===== config.mk =====
export PLATFORM = sky130hd
export DESIGN_NAME = payload_splitter
export DESIGN_NICKNAME = d
export VERILOG_FILES = /design/src/rtl/payload_splitter.sv
export SDC_FILE = /design/constraint.sdc
export NUM_CORES = 1
export LEC_CHECK = 0
export ABC_AREA = 1
export CAP_MARGIN = 10
export CORE_MARGIN = 2
export CORE_UTILIZATION = 30
export CTS_BUF_LIST = sky130_fd_sc_hd__clkbuf_8
export CTS_CLUSTER_SIZE = 28
export DETAILED_ROUTE_END_ITERATION = 6
export MAX_ROUTING_LAYER = met4
export PLACE_DENSITY = 0.58
export SYNTH_ARGS = -nofsm -noshare
export SYNTH_HDL_FRONTEND = slang
export SYNTH_SLANG_ARGS = --single-unit

===== constraint.sdc =====
create_clock -name clk -period 1.25 [get_ports clk]
set_input_delay 0.25 -clock clk [delete_from_list [all_inputs] [get_ports clk]]
set_output_delay 0.25 -clock clk [all_outputs]
set_load 0.03 [all_outputs]

===== src/rtl/payload_splitter.sv =====
`default_nettype none
// ============================================================================
//  Module   : payload_splitter
//  Brief    : Splits each framed byte stream into a 24-bit start address and a
//             stream of pixel bytes. Optional per-frame pixel limit is enabled
//             by defining PAYLOAD_SPLITTER_LIMIT_EN.
//  Revision : 1.0 - initial release
// ============================================================================
module payload_splitter #(
   parameter int MAX_PIXELS = 1024
) (
   input  logic        clk,
   input  logic        rst,
   input  logic        axiiv,
   input  logic [7:0]  axiid,
   output logic        addr_axiov,
   output logic [23:0] addr_axiod,
   output logic        pixel_axiov,
   output logic [7:0]  pixel_axiod,
   output logic        frame_done,
   output logic        short_frame,
   output logic        overflow
);

   typedef enum logic [1:0] {
      ST_IDLE  = 2'd0,
      ST_ADDR  = 2'd1,
      ST_PIXEL = 2'd2
   } state_t;

   localparam logic [16:0] c_pix_sat = 17'h1FFFF;

`ifdef PAYLOAD_SPLITTER_LIMIT_EN
   localparam logic [16:0] c_max_pix = 17'(MAX_PIXELS);
`endif

   state_t        state_q;
   logic          wait_q;
   logic [1:0]    byte_cnt_q;
   logic [15:0]   addr_hi_q;
   logic [16:0]   pix_cnt_q;
   logic [23:0]   addr_q;
   logic          addr_vld_q;
   logic [7:0]    pix_q;
   logic          pix_vld_q;
   logic          done_q;
   logic          short_q;
   logic          ovf_q;

   always_ff @(posedge clk) begin
      if (!rst) begin
         state_q    <= ST_IDLE;
         wait_q     <= 1'b1;
         byte_cnt_q <= 2'd0;
         addr_hi_q  <= 16'd0;
         pix_cnt_q  <= 17'd0;
         addr_q     <= 24'd0;
         addr_vld_q <= 1'b0;
         pix_q      <= 8'd0;
         pix_vld_q  <= 1'b0;
         done_q     <= 1'b0;
         short_q    <= 1'b0;
         ovf_q      <= 1'b0;
      end else begin
         addr_vld_q <= 1'b0;
         pix_vld_q  <= 1'b0;
         done_q     <= 1'b0;
         short_q    <= 1'b0;
         ovf_q      <= 1'b0;

         case (state_q)
            ST_IDLE: begin
               // After reset, the tail of an aborted frame is ignored until axiiv drops.
               if (wait_q) begin
                  if (!axiiv) begin
                     wait_q <= 1'b0;
                  end
               end else if (axiiv) begin
                  addr_hi_q[15:8] <= axiid;
                  byte_cnt_q      <= 2'd1;
                  pix_cnt_q       <= 17'd0;
                  state_q         <= ST_ADDR;
               end
            end

            ST_ADDR: begin
               if (!axiiv) begin
                  short_q <= 1'b1;
                  state_q <= ST_IDLE;
               end else if (byte_cnt_q == 2'd1) begin
                  addr_hi_q[7:0] <= axiid;
                  byte_cnt_q     <= 2'd2;
               end else begin
                  addr_q     <= {addr_hi_q, axiid};
                  addr_vld_q <= 1'b1;
                  byte_cnt_q <= 2'd0;
                  state_q    <= ST_PIXEL;
               end
            end

            ST_PIXEL: begin
               if (axiiv) begin
                  if (pix_cnt_q != c_pix_sat) begin
                     pix_cnt_q <= pix_cnt_q + 17'd1;
                  end
`ifdef PAYLOAD_SPLITTER_LIMIT_EN
                  if (pix_cnt_q < c_max_pix) begin
                     pix_q     <= axiid;
                     pix_vld_q <= 1'b1;
                  end else if (pix_cnt_q == c_max_pix) begin
                     ovf_q <= 1'b1;
                  end
`else
                  pix_q     <= axiid;
                  pix_vld_q <= 1'b1;
`endif
               end else begin
                  done_q  <= 1'b1;
                  state_q <= ST_IDLE;
               end
            end

            default: begin
               state_q <= ST_IDLE;
            end
         endcase
      end
   end

`ifndef PAYLOAD_SPLITTER_LIMIT_EN
   logic w_unused;
   assign w_unused = ^{pix_cnt_q, 17'(MAX_PIXELS)};
`endif

   assign addr_axiov  = addr_vld_q;
   assign addr_axiod  = addr_q;
   assign pixel_axiov = pix_vld_q;
   assign pixel_axiod = pix_q;
   assign frame_done  = done_q;
   assign short_frame = short_q;
   assign overflow    = ovf_q;

endmodule
`default_nettype wire


; Yosys cells after proc, flatten, opt, wreduce, memory -nomap -nowiden
; Index checks and enable logic that the tools add are counted.
[op_classes]
n_eq_ne = 8
mux = 13
bitwise = 2
reduce_logical = 11
[ops]
columns = op, count
row1 = 2-bit two-way mux, 7
row2 = 3-bit AND reduction, 4
row3 = 2-bit inequality test (second input constant), 4
row4 = 4-bit AND reduction, 2
row5 = 2-bit one-hot mux with 3 select lines, 1
row6 = 2-bit AND reduction, 3
row7 = 2-bit by 1-bit == test with 1-bit output (second input constant), 2
row8 = 1-bit two-way mux, 4
row9 = 2-bit one-hot mux with 2 select lines, 1
row10 = 3-bit inequality test (second input constant), 1
row11 = 2-bit == test (second input constant), 1
row12 = 2-bit logical NOT, 1
row13 = 1-bit inverter, 2
row14 = 2-bit nonzero test, 1
[word_totals]
reg_bits = 57
inputBits = 11
out_inout_bits = 37
wordCells = 45

; Longest topological paths before layout
[logic_depth]
depth_word = 4
mapped_depth = 7
mapped_depth_nobuf = 6

; Worst setup path before layout
; No wires, ideal clock.
[synth_path]
path_type = flip-flop to flip-flop
from = register state_q[0]
to = register state_q[0]
setup_ps = 116
arrival_time_ps = 967
t_required_ps = 1134
slack_ps = 167
stages_incl_launch_ff = 6
n_path_buf = 0
synth_period_minus_slack_ps = 1083
cell_sequence = dfxtp_1 -> nor2_1 -> nand2_1 -> clkinv_1 -> nor2_1 -> nor2_1
[synth_via]
elab_chain_len = 3
elab_cells_between_ends = 9
classes_between = eq/ne: 6 / mux: 1 / reduce/logical: 2
[synth_lines]
columns = item, line_no
row1 = start: declaration, 37  ; state_t state_q;
row2 = start signal: assignment, 52  ; state_q <= ST_IDLE;
row3 = start signal: assignment, 82  ; state_q <= ST_ADDR;
row4 = start signal: assignment, 89  ; state_q <= ST_IDLE;
row5 = 2-bit by 1-bit == test with 1-bit output (tied with other cells), 71  ; case (state_q)
row6 = 3-bit inequality test (no source line) / 2-bit inequality test (equally long branches), --
row7 = 4-bit AND reduction (no source line), --
; Several ways; a longest one is shown, not always the timed one.
; A chain may end at the register's enable or synchronous reset.

; Worst setup path in the final report
[layout_path]
from = register pix_vld_q, in the netlist pixel_axiov
to = output port pixel_axiov
[layout_rtl]
columns = item, line_no
row1 = start: declaration, 45  ; logic pix_vld_q;
row2 = start signal: assignment, 60  ; pix_vld_q <= 1'b0;
row3 = start signal: assignment, 66  ; pix_vld_q <= 1'b0;
row4 = start signal: assignment, 115  ; pix_vld_q <= 1'b1;
row5 = end: declaration, 18  ; output logic pixel_axiov,
; No word-level cell between the ends.

==> impl_results.md <==
* Final hold vios at 0
* Final core utilization at 0.4164
* Post-route cell area at approximately 3000 um^2
* GRT Total Usage at 0.1343
* First-pass GRT wire length at 7.852 mm
* Simple-gate share of the synthesized area at 0.3022
* Inserted Clock Buffers at 9
* Root Buffer: clkbuf_8
* Crit path max-delay cell type: dfxtp_1
* Iteration count of the initial detailed-routing pass at 5
* Starting density of the core at 0.3058
* Die area at 8016 um^2
* Leak at 1.306 nW
* CP Cell Sequence: clkdlybuf4s15_2
* Critical path required time at 1000 ps
* Site row count at 31
* CP Capture Type: output pin
* Synth Area in Adders at 0
* Met2 routed WL at 2.196 mm
* Fin nets at 381
* Synthesis Warnings at 0
* Clock tree sinks at 57
* Hold Startpoint: pixel_axiod[2]$_SDFFE_PN0P_
* Routed Antenna Nets at 0
* Xor/xnor share of the synthesized area at 0
* Initial drt markers at 94
* Global route overflow at 0
* Status: finished, final reports clean
* CP Class: reg2out
* Power, Total at 3.744 mW
* Cell total after placement at 452
* Clock Tree Buf Depth at 2
* Remaining DRCs at 0
* DR vias at 1917
* Dpl cell area at around 2700 um^2
* Max-slew violation count at 0
* Worst Setup SP: pixel_axiov$_SDFF_PN0_
* Main combinational cell family by area after synthesis: simple AND/OR/NAND/NOR gates
* Clock Latency Late Sink at roughly 330 ps
* Mapped Area at 2195 um^2
* Mapped Nets at about 320
* Clock Skew at 6.308 ps
* Tcrit/Tclk final at 0.9381
* Area grow syn2layout at 36.15%
* I/O Pins at 48
* Post-synthesis mux area share at 0
* H-tree depth at 3
* Met1 WL at 2.466 mm
* Antenna Cells at 0
* Multi-input logic area at 814.5 um^2
* Final wirelength at about 5.0 mm
* Worst path bufs/invs at 1
* Vias per cell at 4.053
* Post-synth top area share at 0.5200
* Worst setup SP type: flop
* CP Max Fanout at 1
* CP peak stage delay at ~310 ps
* DPL Wire Length at 3.234 mm
* Fill count at 749
* Share of cells above drive strength 1 at 0.1898
* Initial antenna violation count at 0
* Cell family with most CP delay: flip-flops
* Worst VDD drop at 0.0004889 V
* Layout Cells excl Fill at approximately 470
* Seq cells post-synth at 57
* MaxCap Viol Count at 0
* Clock slew at reported path FFs at 60 ps
* Crit path DAT at 920 ps
* Final setup vio count at 0
* Register Area at 1145 um^2
* Pwr Density at 1253 nW/um^2
* Per-cell routed wire length at ~11 um
* Largest net degree at the start of global routing at 52
* Worst Hold Class: reg2reg
* Chip width at 89.53 um
* Vias in the first global route at 1727
* Highest clock rate at 852.8 MHz
* Area leader, netlist: dfxtp_1
* Die height at 89.53 um
* Reg-to-Reg Start: state_q[1]$_SDFFE_PN0P_
* Sequential fraction of the synthesis area at 0.5200
* Post-Syn Instances at between 300 and 400
* Post-synthesis cell type count at 19
* Main area contributors after synthesis: dfxtp_1 (52%), nor2_1 (16%), nand2_1 (12%)
* CTS tree: built
* Core area at 7176 um^2
* Global placer's final weighted congestion at 0.7148
* Tmin final at about 1200 ps
* Mapped Avg Cell Area at 7.034 um^2
* # port buffers at 46
* Met3 wire len at 223 um
* Highest metal used: met4
* Compound-Gate Fraction of Synth Area at 0.06499
==> logic make-up after synthesis <==
logic type      count (synthesis)
other cells                     1
flops                          57
compound gates                 28
simple gates                  170
buf+inv                        56
==> sequential cells by signal, summed over array words and instances (netlist names) <==
| register | flops |
|---|---|
| addr_axiod | 24 |
| addr_hi_q | 16 |
| pixel_axiod | 8 |
| byte_cnt_q | 2 |
| state_q | 2 |
| addr_axiov | 1 |
| frame_done | 1 |
| pixel_axiov | 1 |
| short_frame | 1 |
| wait_q | 1 |
==> power breakdown <==
part / switching, mW / internal, mW / total [mW]
sequential: 0.0382 / 1.89 / 1.92
combinational: 0.258 / 0.177 / 0.435
clock: 0.659 / 0.726 / 1.38
total: 0.955 / 2.79 / 3.74
==> final timing paths <==
check / cells after the start / endpoint / slack, ps
worst max-delay path: 1 / pixel_axiov / 80
worst min-delay path: 2 / pixel_axiod[2]$_SDFFE_PN0P_ / 450
worst max register to register: 7 / addr_axiod[22]$_SDFFE_PN0P_ / 80
worst min register to register: 2 / pixel_axiod[2]$_SDFFE_PN0P_ / 450
==> worst reg2reg max path, cell delays in order, from the launching register on <==
cell	delay, ps
dfxtp_2	340
inv_2	80
nand3_2	90
nor2_4	140
buf_12	140
clkbuf_16	170
nor2_1	50
nor2_1	110
==> layer usage <==
metal,track usage,vias up
li1,-,1034
met1,0.1680,824
met2,0.1953,49
met3,0.03693,10
met4,0.07327,0
met5,-,-
==> cell type report <==
class / count / area share
tap: 99 / 0.04146
inverter: 42 / 0.05318
timing repair buffer: 61 / 0.1972
sequential: 57 / 0.3832
multi-input combinational: 199 / 0.2726
clock inverter: 5 / 0.006281
clock buffer: 10 / 0.04606
==> layout by cell type (no fill, tap or decap), types with 2 or more instances in the layout <==
cell type and count:
o21ai_0 17, inv_1 45, buf_12 4, dfxtp_1 54
nand3_1 2, a21oi_1 10, buf_4 39, clkdlybuf4s15_2 4
nor2_4 2, clkbuf_8 10, dfxtp_2 3, buf_6 2
nor2_1 92, clkbuf_16 2, clkdlybuf4s50_1 9, nand2_1 70
==> cell usage after synthesis <==
cell / n
nor2_1: 93
nand2_1: 71
dfxtp_1: 57
inv_1: 40
o21ai_0: 17
a21oi_1: 10
clkbuf_1: 4
buf_2: 3
buf_6: 3
buf_1: 2
buf_4: 2
nand3_1: 2
nor2_4: 2
a22oi_1: 1
clkinv_1: 1
conb_1: 1
inv_2: 1
nand3_2: 1
nor3_1: 1
==> metrics by stage <==
step	hold WS [ps]	setup WS (ps)	setup TNS (ps)
CTS	448.7	40.14	0
global route	471.6	-20.23	-20.23
global placement	432.4	-321.3	-13980
detailed placement	438.0	-379.6	-14990
finish	448.1	77.37	0
floorplan	416.7	167.0	0
==> repair_timing <==
action / 4_1_cts / 5_1_grt
cloned: 0 / 4
gates resized for setup: 15 / 6
hold buffers: 0 / 0
setup endpoints to repair: 12 / 16
pin swaps: 0 / 1
setup buffers: 0 / 2
No activity file was read; power rests on OpenSTA's default activity.
